[config.mk]
export PLATFORM = sky130hd
export DESIGN_NAME = serial_bit_comparator
export DESIGN_NICKNAME = d
export VERILOG_FILES = /design/src/rtl/serial_bit_comparator_pkg.sv /design/src/rtl/serial_bit_comparator_slice.sv /design/src/rtl/serial_bit_comparator.sv
export SDC_FILE = /design/constraint.sdc
export NUM_CORES = 1
export LEC_CHECK = 0
export CAP_MARGIN = 0
export CORE_ASPECT_RATIO = 1.4
export CORE_MARGIN = 2
export CORE_UTILIZATION = 30
export DETAILED_ROUTE_END_ITERATION = 10
export GPL_TIMING_DRIVEN = 0
export PLACE_DENSITY = 0.53
export SLEW_MARGIN = 20
export SYNTH_ARGS = -nofsm -noshare
export SYNTH_HDL_FRONTEND = slang
export SYNTH_HIERARCHICAL = 1
export SYNTH_SLANG_ARGS = --single-unit
[constraint.sdc]
create_clock -name clk -period 3.2 [get_ports clk]
set_input_delay 0.64 -clock clk [delete_from_list [all_inputs] [get_ports clk]]
set_output_delay 0.64 -clock clk [all_outputs]
set_load 0.1 [all_outputs]
[src/rtl/serial_bit_comparator_pkg.sv]
// Shared types for the serial bit comparator: compare modes, FSM states and
// the width helper used for equal-bit counters.
package cmp_pkg;

    typedef enum logic [1:0] {
        CMP_ANY_EQ = 2'd0,
        CMP_ALL_EQ = 2'd1,
        CMP_GT     = 2'd2,
        CMP_LT     = 2'd3
    } cmp_mode_e;

    typedef enum logic [1:0] {
        S_IDLE = 2'd0,
        S_RUN  = 2'd1,
        S_DONE = 2'd2
    } cmp_state_e;

    // Bits needed to hold a count of 0..w inclusive.
    function automatic int cnt_width(input int w);
        return $clog2(w + 1);
    endfunction

endpackage

[src/rtl/serial_bit_comparator_slice.sv]
// Combinational compare of one SLICE-wide operand pair: equal-bit popcount,
// any/all equal flags and unsigned magnitude flags.
module cmp_slice
    import cmp_pkg::*;
#(
    parameter int SLICE = 2,
    parameter int PCW   = cnt_width(SLICE)
) (
    input  logic [SLICE-1:0] xs,
    input  logic [SLICE-1:0] ys,
    output logic [PCW-1:0]   eq_pop,
    output logic             any_eq,
    output logic             all_eq,
    output logic             gt,
    output logic             lt
);

    logic [SLICE-1:0] eqv;

    always_comb begin
        eqv    = ~(xs ^ ys);
        eq_pop = '0;
        for (int i = 0; i < SLICE; i++) begin
            eq_pop = eq_pop + PCW'(eqv[i]);
        end
        any_eq = |eqv;
        all_eq = &eqv;
        gt     = (xs > ys);
        lt     = (xs < ys);
    end

endmodule

[src/rtl/serial_bit_comparator.sv]
// Multi-cycle bitwise comparator: walks the operands SLICE bits per clock,
// LSB slice first, and reports the selected mode plus the equal-bit count.
module serial_bit_comparator
    import cmp_pkg::*;
#(
    parameter int WIDTH = 16,
    parameter int SLICE = 2
) (
    input  logic                       clk,
    input  logic                       rst_n,
    input  logic                       start,
    input  logic [1:0]                 mode,
    input  logic [WIDTH-1:0]           x,
    input  logic [WIDTH-1:0]           y,
    output logic                       busy,
    output logic                       done,
    output logic                       result,
    output logic [$clog2(WIDTH+1)-1:0] match_count
);

    localparam int NSLICE = WIDTH / SLICE;
    localparam int IDX_W  = (NSLICE > 1) ? $clog2(NSLICE) : 1;
    localparam int CNT_W  = cnt_width(WIDTH);
    localparam int PCW    = cnt_width(SLICE);

    cmp_state_e       state_q, state_d;
    logic [WIDTH-1:0] x_q, x_d, y_q, y_d;
    cmp_mode_e        mode_q, mode_d;
    logic [IDX_W-1:0] idx_q, idx_d;
    logic [CNT_W-1:0] eq_cnt_q, eq_cnt_d;
    logic             any_q, any_d, all_q, all_d, gt_q, gt_d, lt_q, lt_d;
    logic             result_q, result_d;
    logic [CNT_W-1:0] match_q, match_d;

    logic [SLICE-1:0] xs, ys;
    logic [PCW-1:0]   s_pop;
    logic             s_any, s_all, s_gt, s_lt;
    logic             last_slice;

    function automatic logic pick_result(input cmp_mode_e m, input logic a_any,
                                         input logic a_all, input logic a_gt,
                                         input logic a_lt);
        case (m)
            CMP_ANY_EQ: return a_any;
            CMP_ALL_EQ: return a_all;
            CMP_GT:     return a_gt;
            default:    return a_lt;
        endcase
    endfunction

    // Slice mux: constant part-selects keep every index in range for any NSLICE.
    always_comb begin
        xs = '0;
        ys = '0;
        for (int s = 0; s < NSLICE; s++) begin
            if (idx_q == IDX_W'(s)) begin
                xs = x_q[s*SLICE +: SLICE];
                ys = y_q[s*SLICE +: SLICE];
            end
        end
    end

    cmp_slice #(.SLICE(SLICE), .PCW(PCW)) u_slice (
        .xs     (xs),
        .ys     (ys),
        .eq_pop (s_pop),
        .any_eq (s_any),
        .all_eq (s_all),
        .gt     (s_gt),
        .lt     (s_lt)
    );

    assign last_slice = (idx_q == IDX_W'(NSLICE - 1));

    always_ff @(posedge clk) begin
        if (!rst_n) begin
            state_q  <= S_IDLE;
            x_q      <= '0;
            y_q      <= '0;
            mode_q   <= CMP_ANY_EQ;
            idx_q    <= '0;
            eq_cnt_q <= '0;
            any_q    <= 1'b0;
            all_q    <= 1'b0;
            gt_q     <= 1'b0;
            lt_q     <= 1'b0;
            result_q <= 1'b0;
            match_q  <= '0;
        end else begin
            state_q  <= state_d;
            x_q      <= x_d;
            y_q      <= y_d;
            mode_q   <= mode_d;
            idx_q    <= idx_d;
            eq_cnt_q <= eq_cnt_d;
            any_q    <= any_d;
            all_q    <= all_d;
            gt_q     <= gt_d;
            lt_q     <= lt_d;
            result_q <= result_d;
            match_q  <= match_d;
        end
    end

    always_comb begin
        state_d = state_q;
        case (state_q)
            S_IDLE:  if (start) state_d = S_RUN;
            S_RUN:   if (last_slice) state_d = S_DONE;
            default: state_d = S_IDLE;
        endcase
    end

    // Accumulators; result/match_count load from the post-update values on DONE entry.
    always_comb begin
        x_d      = x_q;
        y_d      = y_q;
        mode_d   = mode_q;
        idx_d    = idx_q;
        eq_cnt_d = eq_cnt_q;
        any_d    = any_q;
        all_d    = all_q;
        gt_d     = gt_q;
        lt_d     = lt_q;
        result_d = result_q;
        match_d  = match_q;
        case (state_q)
            S_IDLE: begin
                if (start) begin
                    x_d      = x;
                    y_d      = y;
                    mode_d   = cmp_mode_e'(mode);
                    idx_d    = '0;
                    eq_cnt_d = '0;
                    any_d    = 1'b0;
                    all_d    = 1'b1;
                    gt_d     = 1'b0;
                    lt_d     = 1'b0;
                end
            end
            S_RUN: begin
                eq_cnt_d = eq_cnt_q + CNT_W'(s_pop);
                any_d    = any_q | s_any;
                all_d    = all_q & s_all;
                if (!s_all) begin
                    gt_d = s_gt;
                    lt_d = s_lt;
                end
                idx_d = idx_q + IDX_W'(1);
                if (last_slice) begin
                    result_d = pick_result(mode_q, any_d, all_d, gt_d, lt_d);
                    match_d  = eq_cnt_d;
                end
            end
            default: ;
        endcase
    end

    always_comb begin
        busy        = (state_q == S_RUN);
        done        = (state_q == S_DONE);
        result      = result_q;
        match_count = match_q;
    end

endmodule

* Word-level counts from Yosys, hierarchy flattened
Cells that the tools add are included.
** Storage, ports and cells
- Bits in registers :: 54
- Bits of input ports :: 37
- Output and inout bits :: 8
- Logic and storage cells :: 76
** Operators by class
- Add/subtract/negate cells :: 3
- Order comparisons :: 2
- Equal/unequal tests :: 13
- Multiplexer cells :: 32
- Bitwise operators :: 4
- Reductions and logical operators :: 10
** Operators with widths (count)
- 2-bit 2-to-1 mux :: 18
- 3-bit == test (second input constant) :: 4
- 5-bit one-hot mux with 2 select lines :: 1
- 2-bit AND reduction :: 5
- 1-bit one-hot mux with 2 select lines :: 4
- 3-bit by 2-bit == test with 1-bit output (second input constant) :: 2
- 3-bit one-hot mux with 2 select lines :: 1
- 5-bit by 2-bit adder with 5-bit output :: 1
- 5-bit 2-to-1 mux :: 1
- 2-bit by 1-bit == test with 1-bit output (second input constant) :: 2
- 2-bit == test (second input constant) :: 2
- 2-bit zero test :: 2
- 1-bit 2-to-1 mux :: 4
- 2-bit one-hot mux with 2 select lines :: 1
- 3-bit by 1-bit adder with 3-bit output (second input constant) :: 1
- 3-bit by 1-bit == test with 1-bit output (second input constant) :: 1
- 3-bit zero test :: 1
- 3-bit 2-to-1 mux :: 1
- 1-bit one-hot mux with 3 select lines :: 1
- 1-bit by 1-bit adder with 2-bit output :: 1
- 2-bit greater-than comparator :: 1
- 2-bit less-than comparator :: 1
- 2-bit by 1-bit inequality test with 1-bit output (second input constant) :: 1
- 2-bit inequality test (second input constant) :: 1
- 6 further kinds :: 6

* Longest topological paths before layout
Gate-level depths: netlist of run 1.
- Word-level depth :: 14
- Mapped depth :: 19
- Gate-level depth less buffers :: 17

* By module
Netlist of run 1, hierarchy kept.
** By module, submodules not included
- serial_bit_comparator :: times used 1, cells each 335, area an instance 2647.5 um2
- cmp_slice :: times used 1, cells each 13, area an instance 96.3 um2

* Worst setup path after synthesis of run 1
No wires, ideal clock.
- Path type :: reg2reg
- Start :: reg idx_q[2]
- End :: reg eq_cnt_q[4]
- Setup time :: 0.115 ns
- Data arrival time :: 3.269 ns
- Required time :: 3.085 ns
- Setup slack :: -0.183 ns
- Cell stages (with the launch flop) :: 19
- Cell sequence :: dfxtp_1 > buf_2 > inv_1 > ha_1 > clkbuf_1 > o21ai_0 > a32oi_1 > a31oi_1 > inv_1 > ha_1 > inv_1 > ha_1 > ha_1 > inv_1 > fa_1 > nand3b_1 > xor2_1 > o22ai_1 > and2_1
** On the way
- Longest elaborated chain between the ends :: 14
** Ends and longest elaborated chain
- start: declaration :: line serial_bit_comparator.sv:29 : logic [IDX_W-1:0] idx_q, idx_d;
- start signal: assignment :: line serial_bit_comparator.sv:94 : idx_q <= idx_d;
- 3-bit zero test :: line serial_bit_comparator.sv:56 : if (idx_q == IDX_W'(s)) begin
- 2-bit 2-to-1 mux (7 in series) :: line serial_bit_comparator.sv:56
- 2-bit 2-to-1 mux * :: line serial_bit_comparator.sv:56
- net xs[0] :: line serial_bit_comparator.sv:35 : logic [SLICE-1:0] xs, ys;
- 2-bit XOR * :: line serial_bit_comparator_slice.sv:21 : eqv = ~(xs ^ ys);
- 2-bit NOT * :: line serial_bit_comparator_slice.sv:21
- 1-bit by 1-bit adder with 2-bit output * :: line serial_bit_comparator_slice.sv:24 : eq_pop = eq_pop + PCW'(eqv[i]);
- net s_pop[0] :: line serial_bit_comparator.sv:36 : logic [PCW-1:0] s_pop;
- 5-bit by 2-bit adder with 5-bit output * :: line serial_bit_comparator.sv:142 : eq_cnt_d = eq_cnt_q + CNT_W'(s_pop);
- 5-bit one-hot mux with 2 select lines * :: line serial_bit_comparator.sv:127 : case (state_q)
- end signal: assignment :: line serial_bit_comparator.sv:95 : eq_cnt_q <= eq_cnt_d;
- end: declaration :: line serial_bit_comparator.sv:30 : logic [CNT_W-1:0] eq_cnt_q, eq_cnt_d;
The timed path passes the listed nets; every way through them passes the cells marked *.
A chain may end at the register's enable or synchronous reset.

* Final worst setup path of run 1
- Start :: reg idx_q[0]
- End :: reg eq_cnt_q[4]
The elaborated chain is that of the path after synthesis.

==> results.yml, run 1 <==
timing:
  relSlewSlack_pct: 35.6
  fin_skew_ns: 0.00596
  finalSetupViolCount: 3
  setup_slack_ns: -0.0919
  final_max_slew_viol_count: 0
  rsz0062_at_grt: "yes"
  final_hold_viol_count: 0
  min_period_ns: 3.29
  tightest_slew_ns: 0.963
  max_freq_ghz: 0.304
  tns_ns: -0.188
  timing.hold.ws_ns: 0.458
  timing.final.crit_share_pct: 103
logic_synthesis:
  synth_top_cell_by_area: "dfxtp_1"
  netlist_instances: 348
  synth_fa_ha_area_share_pct: 6.20
  synthesis.nets: 398
  synth.distinct_cells: 37
  synthTopCellsByCount: "98 x nand2_1, 54 x dfxtp_1, 37 x a21boi_0, 16 x o21ai_0, 14 x inv_1"
  synthSimpleGateAreaFrac_pct: 23.3
  yosys_warnings: 6
  synth_compound_area_share_pct: 22.6
  synthXorXnorAreaFrac_pct: 0.958
  synth_top_cell_area_share_pct: 39.4
  synth_area_leaders: "dfxtp_1 39%, nand2_1 13%, a21boi_0 10%"
  synth_top_family_by_area: "simple AND/OR/NAND/NOR gates"
  synthMuxAreaShare_pct: 1.46
  synth_most_common_cell: "nand2_1"
  yosysSeqAreaShare_pct: 39.4
  synth_ff_type: "dfxtp_1"
  synth-seq-cells: 54
  syn_area_per_cell_um2: 7.88
  synthesis.area_um2: 2740
  async_flop_share_pct: 0
  synth_edf_count: 0
detailed_routing:
  vias_per_cell: 4.73
  wirelength_mm: 7.25
  wl_met1_mm: 3.16
  dr_wl_met3_um: 205
  avgRoutedWirePerCell_um: 14.1
  met2_wirelength_mm: 3.73
  drt_iter0_drc: 79
  top_layer_used: "met4"
  via_count: 2426
  dr.pass1.iters: 4
  ant_nets: 0
  drc: 0
pwr:
  p_leak_nw: 1.40
  ir_worst_vdd_mv: 0.224
  p_per_area_nw_per_um2: 470
cells_and_area:
  postLayoutCoreUtil_pct: 42.4
  insertedDiodeCount: 0
  area_delta_synth_final_pct: 38.9
  fin_cells: 513
  nets: 455
  fillers: 890
  drive_gt1_share_pct: 14.3
floorplan:
  die_area_um2: 9940
  coreArea_um2: 8980
  std_cell_rows: 41
  start_util_pct: 30.6
  ios: 45
  die_h_um: 117
  die_w_um: 84.8
cts:
  cts_tree: "done"
  clock_latency_ns: 0.29
  clockRootBuffer: "clkbuf_16"
  h-tree-depth: 2
  cts_sinks: 54
  clk_pin_slew_ns: 0.07
  numCtsBuffers: 5
  cts_buffer_depth: 2
  holdBufCountCts: 0
global_routing:
  overflow: 0
  grt_pass1_vias: 2401
  antenna_found_initial: 0
  grtUsageTotal_pct: 15.2
  grt_max_degree: 17
  grt_pass1_wl_mm: 11.8
min_path:
  hold_end: "result"
  hold_class: "reg2reg"
  min_from: "result"
  holdPathStages: 2
critical_path:
  reg2reg_depth: 16
  crit_arrival_ns: 3.48
  cpLargestDelayFamily: "adder cells"
  worstSetupPathType: "reg2reg"
  cp_slowest_cell: "dfxtp_4"
  max_stage_delay_ns: 0.38
  path_cells: "ha_4 > ha_4 > buf_8 > a2111oi_4 > o22ai_2 > a21oi_2 > ha_4 > inv_4 > ha_4 > ha_4 > inv_2 > fa_2 > nand3b_1 > xor2_2 > o22ai_1 > and2_1"
  crit_fanout: 10
  cp.buffers_inverters: 3
  r2r_end: "eq_cnt_q[4]"
  worst-r2r-setup-slack_ns: -0.09
  critPathRequiredTime_ns: 3.39
  reg2reg_from: "idx_q[0]"
  worst_setup_path_start_kind: "flip-flop"
  crit_top_cell: "ha_4"
  crit_path_end_kind: "flip-flop"
placed_design:
  place.gp.congestion: 0.852
  io_buffers: 43
  hpwlAfterDp_mm: 5.26
  pre_cts_slack_ns: -0.527
  placed_cells: 498
run:
  maxCapViolCount: 0
outcome:
  status: "finished with violations"
  failed_checks: "negative setup slack"
-- cells by family after synthesis --
logic type / count (synthesis)
AOI/OAI and AO/OA: 92
xor gates and xnor gates: 3
adders and majority gates: 13
buffers and inverters: 37
DFF: 54
muxes: 4
and+or+nand+nor: 145
-- flip-flops by register name, summed over array words and instances (netlist names) --
register and flops:
state_q 2, all_q 1, any_q 1, y_q 16, mode_q 2, match_count 5, gt_q 1, eq_cnt_q 5
x_q 16, result 1, lt_q 1, idx_q 3
-- placed cells by master (no fill, tap or decap), types with 11 or more instances in the layout --
cell / instances
a21boi_0: 37
a21oi_1: 11
buf_4: 13
clkdlybuf4s50_1: 43
dfxtp_1: 51
ha_4: 11
nand2_1: 97
nor2_1: 11
nor2b_1: 13
o21ai_0: 12
-- final cells by class --
class	instances	area (µm²)	share of cell area [%]
multi-input combinational	257	1680	44.0
sequential	54	1090	28.7
timing repair buffer	51	507	13.3
clock buffer	6	139	3.65
buffer	21	138	3.61
tap	107	134	3.51
inverter	15	63.8	1.67
clock inverter	2	60.1	1.58
-- layer usage --
| layer | up-vias | global-route usage (%) |
|---|---|---|
| li1 | 1271 | - |
| met1 | 1101 | 17.6 |
| met2 | 44 | 27.8 |
| met3 | 10 | 2.59 |
| met4 | 0 | 5.82 |
| met5 | - | 0 |
-- per-stage QoR --
| step | power [mW] | instance area (µm²) |
|---|---|---|
| after global placement | 1.03 | 3320 |
| after global routing | 1.88 | 3810 |
| after CTS | 1.80 | 3760 |
| after floorplan | 0.924 | 2750 |
| after detailed placement | 1.03 | 3320 |
| final | 1.79 | 3810 |
-- worst reg2reg max path, cell delays in order (launching register included) --
cell and delay, ns:
dfxtp_4 0.38, ha_4 0.19, ha_4 0.16, buf_8 0.14
a2111oi_4 0.29, o22ai_2 0.16, a21oi_2 0.23, ha_4 0.20
inv_4 0.04, ha_4 0.28, ha_4 0.13, inv_2 0.03
fa_2 0.33, nand3b_1 0.22, xor2_2 0.17, o22ai_1 0.08
and2_1 0.16
-- what timing repair did --
item / CTS / global route
setup endpoints to repair: 8 / 8
setup buffers: 7 / 1
pin swaps: 11 / 14
gates resized for setup: 44 / 11
-- power by group --
group | switching (mW) | total (mW) | internal (mW)
Combinational | 0.169 | 0.348 | 0.179
Sequential | 0.0264 | 0.732 | 0.705
Clock | 0.242 | 0.711 | 0.470
Total | 0.437 | 1.79 | 1.35
-- worst max-delay path by stage --
| stage | from | endpoint | slack, ns | depth (start not counted) |
|---|---|---|---|---|
| final | idx_q[0] | eq_cnt_q[4] | -0.09 | 16 |
| after floorplan | idx_q[2] | eq_cnt_q[4] | 0.01 | 18 |
| after detailed placement | idx_q[2] | eq_cnt_q[4] | -0.53 | 17 |
| after CTS | idx_q[0] | eq_cnt_q[4] | -0.13 | 17 |
| after global placement | idx_q[2] | eq_cnt_q[4] | -0.52 | 17 |
| after global routing | idx_q[0] | eq_cnt_q[4] | -0.22 | 18 |
(Power assumes the default switching activity.)
==> inputs of run 2 (changes only) <==
--- a/config.mk
+++ b/config.mk
@@ -5,9 +5,10 @@
 export SDC_FILE = /design/constraint.sdc
 export NUM_CORES = 1
 export LEC_CHECK = 0
+export ABC_AREA = 1
 export CAP_MARGIN = 0
 export CORE_ASPECT_RATIO = 1.4
-export CORE_MARGIN = 2
+export CORE_MARGIN = 8
 export CORE_UTILIZATION = 30
 export DETAILED_ROUTE_END_ITERATION = 10
 export GPL_TIMING_DRIVEN = 0
==> run 2 against run 1 <==
Net effect:
- power rose by 5.3%
- synthesized area fell by 2.5%
- flip-flop and latch count did not move
- clock skew rose by 0.0050 ns
- highest routed layer unchanged
- largest power group unchanged
- the run now ends clean
- sequential power rose by 2%
- via count rose by 2.3%
- first-iteration DRC count rose by 6.3%
- global-route usage fell by 2.4 points
- worst hold slack improved by 0.0023 ns
- clock-buffer cell count did not move
- register-to-register slack improved by 0.17 ns
- worst setup slack improved by 0.17 ns
==> results.yml, run 2 <==
critical_path:
  cp.buffers_inverters: 5
  cp.depth: 25
  crit_path_end_kind: "flip-flop"
  worst_setup_path_start_kind: "flip-flop"
  crit_fanout: 4
  cp_slowest_cell: "fa_2"
  cpLargestDelayFamily: "adder cells"
  worstSetupPathType: "reg2reg"
  reg2reg_depth: 25
  critPathRequiredTime_ns: 3.43
  crit_top_cell: "nand2_1"
  max_stage_delay_ns: 0.40
  crit_arrival_ns: 3.36
timing:
  min_period_ns: 3.12
  rsz0062_at_grt: "yes"
  timing.final.crit_share_pct: 97.6
  finalSetupViolCount: 0
  final_max_slew_viol_count: 0
  tightest_slew_ns: 0.970
  tns_ns: 0
  final_hold_viol_count: 0
  max_freq_ghz: 0.320
  relSlewSlack_pct: 35.1
  fin_skew_ns: 0.0110
placed_design:
  hpwlAfterDp_mm: 5.37
  dpl_cell_area_um2: 3250
  io_buffers: 44
  place.gp.congestion: 0.788
cells_and_area:
  area_delta_synth_final_pct: 37.0
  final_cell_mix: "93 x nand2_1, 85 x nor2_1, 52 x dfxtp_1"
  layout_commonest_cell: "nand2_1"
  insertedDiodeCount: 0
  nets: 497
  fillers: 968
  fin_area_um2: 3660
  drive_gt1_share_pct: 16.3
  reg.largest.list: "x_q: 16 flops, y_q: 16 flops"
detailed_routing:
  vias_per_cell: 4.47
  dr.pass1.iters: 4
  drc: 0
  ant_nets: 0
  avgRoutedWirePerCell_um: 13.3
  via_count: 2483
  wirelength_mm: 7.40
  drt_iter0_drc: 84
global_routing:
  grt_pass1_vias: 2511
  overflow: 0
  grt_pass1_wl_mm: 12.0
  antenna_found_initial: 0
  grtUsageTotal_pct: 12.8
  grt_max_degree: 17
pwr:
  p_sw_share_pct: 27.1
  p_leak_nw: 1.56
  p_clk_share_pct: 38.7
  p_switching_mw: 0.511
  p_total_mw: 1.89
  p_per_area_nw_per_um2: 515
  p_seq_share_pct: 39.8
  intPower_mw: 1.38
  ir_worst_vdd_mv: 0.293
  comb_power_share_pct: 21.5
logic_synthesis:
  synthTopCellsByCount: "95 x nand2_1, 86 x nor2_1, 54 x dfxtp_1, 33 x o21ai_0, 26 x inv_1"
  async_flop_share_pct: 0
  yosysSeqAreaShare_pct: 40.4
  synthesis.area_um2: 2680
  synth_ff_type: "dfxtp_1"
  synth_most_common_cell: "nand2_1"
  synth_top_cell_by_area: "dfxtp_1"
  synth_area_leaders: "dfxtp_1 40%, nand2_1 13%, nor2_1 12%"
  syn_area_per_cell_um2: 6.84
  synthesis.nets: 441
  netlist_instances: 391
  synth.distinct_cells: 32
  synth_edf_count: 0
  yosys_warnings: 6
  synth-seq-cells: 54
  synth_top_cell_area_share_pct: 40.4
floorplan:
  die_w_um: 95.8
  ios: 45
  die_h_um: 128
  start_util_pct: 30.3
  std_cell_rows: 41
  die_area_um2: 12200
  coreArea_um2: 8820
cts:
  holdBufCountCts: 0
  cts_buffer_depth: 2
  clockRootBuffer: "clkbuf_16"
  cts_tree: "done"
  numCtsBuffers: 5
  clock_latency_ns: 0.30
  h-tree-depth: 2
  clk_pin_slew_ns: 0.08
  cts_sinks: 54
run:
  maxCapViolCount: 0
outcome:
  status: "finished clean"
min_path:
  hold_class: "reg2reg"
  holdPathStages: 2
run 2: cell count changes after synthesis, sizes merged, moves of 8 or more:
cell,previous run,this run
a21boi,37,0
nor2b,13,0
o21ai,16,38
inv,15,38
a21oi,13,21
nor2,13,90
run 2: final timing paths:
check        startpoint     endpoint  slack (ns)
max reg2reg    idx_q[0]  eq_cnt_q[4]        0.08
min reg2reg      x_q[0]       x_q[0]        0.46
max            idx_q[0]  eq_cnt_q[4]        0.08
min              x_q[0]       x_q[0]        0.46
run 2: timing repair:
item	in CTS	in global routing
pin swaps	7	26
setup endpoints to repair	6	8
buffers inserted	3	2
resized for setup	23	20
cloned	0	0
run 2: stage by stage:
step	worst slack (ns)	util, %	hold slack (ns)	instances
2_1_floorplan	0.171	-	0.430	391
3_3_place_gp	-0.225	36.8	0.446	542
3_5_place_dp	-0.215	36.8	0.454	542
4_1_cts	0.0226	40.4	0.464	553
5_1_grt	-0.150	41.5	0.488	555
6_report	0.0779	41.5	0.461	555
run 2: per-layer routing:
layer  part of all wire, %  up-vias  track usage, %
li1                      -     1327               -
met1                    43     1107            14.1
met2                    52       40            22.8
met3                   4.0        9            3.11
met4                   1.5        0            4.27
met5                     0        -               0
run 2: power groups by stage:
stage	combinational, mW	sequential [mW]	clock, mW
global placement	0.349	0.761	0
CTS	0.381	0.747	0.748
global route	0.459	0.756	0.775
floorplan	0.236	0.755	0
detailed placement	0.352	0.762	0
finish	0.406	0.750	0.731
run 2: cells by family after synthesis:
family | synth area share (%)
adder cells (fa/ha/maj) | 6.36
AO/OA/AOI/OAI | 12.6
AND/OR/NAND/NOR | 30.7
flip-flops | 40.4
XOR/XNOR | 0.982
buffers and inverters | 8.93
run 2: area by class of cell:
cell class	count	area, µm²	share of cell area (%)
Multi-Input combinational cell	282	1510	41.3
Sequential cell	54	1090	29.7
Timing Repair Buffer	49	478	13.0
Inverter	39	161	4.40
Clock buffer	6	139	3.79
Tap cell	107	134	3.65
Buffer	16	90.1	2.46
Clock inverter	2	60.1	1.64
run 2: worst reg2reg max path, delay by kind of cell, from the launching register on:
kind	cells	cell delay, ns
adder cells (fa/ha/maj)	5	1.19
XOR/XNOR	1	0.16
AO/OA/AOI/OAI	1	0.13
flip-flops	1	0.38
buffers and inverters	5	0.24
AND/OR/NAND/NOR	13	0.97
==> inputs of run 3 (changes only) <==
--- a/config.mk
+++ b/config.mk
@@ -13,6 +13,7 @@
 export DETAILED_ROUTE_END_ITERATION = 10
 export GPL_TIMING_DRIVEN = 0
 export PLACE_DENSITY = 0.53
+export REMOVE_ABC_BUFFERS = 1
 export SLEW_MARGIN = 20
 export SYNTH_ARGS = -nofsm -noshare
 export SYNTH_HDL_FRONTEND = slang
==> run 3 against run 2 <==
Net effect:
- worst setup slack better by 0.069 ns
- first-iteration DRC count is 20% lower
- maximum frequency is 2.3% higher
- die area stayed put
- core utilization is 2.0 points lower
- cell count is 2.9% lower
- sequential power hardly changed
- clock power is 26% lower
- critical endpoint is now match_count[4]
- largest power group unchanged
- highest routed layer unchanged
==> results.yml, run 3 (synthesis results as in run 2) <==
timing:
  final_hold_viol_count: 0
  fin_skew_ns: 0.00932
  max_freq_ghz: 0.328
  timing.final.crit_share_pct: 95.4
  tns_ns: 0
  setup_slack_ns: 0.147
  finalSetupViolCount: 0
  min_period_ns: 3.05
  final_max_slew_viol_count: 0
  tightest_slew_ns: 0.973
  timing.hold.ws_ns: 0.462
  relSlewSlack_pct: 35.0
  rsz0062_at_grt: "yes"
critical_path:
  cp_slowest_cell: "dfxtp_4"
  critPathRequiredTime_ns: 3.42
  cpLargestDelayFamily: "adder cells"
  cp.buffers_inverters: 5
  max_stage_delay_ns: 0.37
  crit_path_end_kind: "flip-flop"
  crit_arrival_ns: 3.27
  crit_fanout: 5
  worst_setup_path_start_kind: "flip-flop"
  worstSetupPathType: "reg2reg"
  crit_top_cell: "nand2_1"
detailed_routing:
  wirelength_mm: 6.22
  dr.pass1.iters: 4
  vias_per_cell: 4.42
  drt_iter0_drc: 67
  via_count: 2384
  drc: 0
  avgRoutedWirePerCell_um: 11.5
  ant_nets: 0
floorplan:
  coreArea_um2: 8820
  start_util_pct: 30.3
  std_cell_rows: 41
  ios: 45
  die_h_um: 128
  die_area_um2: 12200
  die_w_um: 95.8
global_routing:
  grt_pass1_vias: 2421
  grt_pass1_wl_mm: 10.7
  overflow: 0
  grtUsageTotal_pct: 11.0
  antenna_found_initial: 0
  grt_max_degree: 41
cts:
  clk_pin_slew_ns: 0.07
  clockRootBuffer: "clkbuf_16"
  clock_latency_ns: 0.29
  h-tree-depth: 2
  cts_buffer_depth: 2
  cts_sinks: 54
  cts_tree: "done"
  numCtsBuffers: 5
placed_design:
  placed_cells: 526
  place.gp.congestion: 0.774
  pre_cts_slack_ns: -0.323
  io_buffers: 44
  hpwlAfterDp_mm: 4.46
  dpl_cell_area_um2: 3160
cells_and_area:
  insertedDiodeCount: 0
  reg.largest.list: "x_q: 16 flops, y_q: 16 flops"
  fin_area_um2: 3490
  postLayoutCoreUtil_pct: 39.5
  final_cell_mix: "94 x nand2_1, 85 x nor2_1, 51 x dfxtp_1"
  layout_commonest_cell: "nand2_1"
  drive_gt1_share_pct: 14.1
  nets: 481
  area_delta_synth_final_pct: 30.4
  fin_cells: 539
outcome:
  status: "finished clean"
min_path:
  hold_class: "reg2reg"
pwr:
  ir_worst_vdd_mv: 0.271
  p_per_area_nw_per_um2: 482
  p_total_mw: 1.68
  p_leak_nw: 1.47
run:
  maxCapViolCount: 0
run 3: timing repair:
action,4_1_cts,5_1_grt
endpoints found under the setup margin,6,6
resized for setup,25,14
hold buffers,0,0
pin swaps,3,7
buffers inserted,2,3
run 3: where the power goes:
part           switching (mW)  internal (mW)  leakage (nW)
Combinational           0.210          0.186         0.954
Sequential             0.0286          0.719         0.447
Clock                   0.248          0.290        0.0698
run 3: tightest hold or removal path: stages (launching register included):
cell and delay [ns]:
dfxtp_1 0.30, inv_1 0.06, a21oi_1 0.05
run 3: worst paths after layout:
kind / start / endpoint / slack, ns / cells after the start
hold reg to reg: y_q[0] / y_q[0] / 0.46 / 2
hold / removal: y_q[0] / y_q[0] / 0.46 / 2
setup reg to reg: idx_q[1] / match_count[4] / 0.15 / 25
setup / recovery: idx_q[1] / match_count[4] / 0.15 / 25
run 3: per-layer routing:
| layer | global-route usage (%) | vias to the layer above | share of wire (%) |
|---|---|---|---|
| li1 | - | 1290 | - |
| met1 | 11.2 | 1062 | 41 |
| met2 | 20.3 | 25 | 53 |
| met3 | 3.05 | 7 | 4.1 |
| met4 | 3.81 | 0 | 1.4 |
| met5 | 0 | - | 0 |
run 3: cell type report:
| class | count | area (µm²) |
|---|---|---|
| clock buffers | 5 | 125 |
| clock inverters | 3 | 21.3 |
| fillers | 963 | 5340 |
| inverters | 39 | 159 |
| multi-input cells | 282 | 1480 |
| flip-flops and latches | 54 | 1090 |
| well taps | 107 | 134 |
| repair buffers | 49 | 477 |
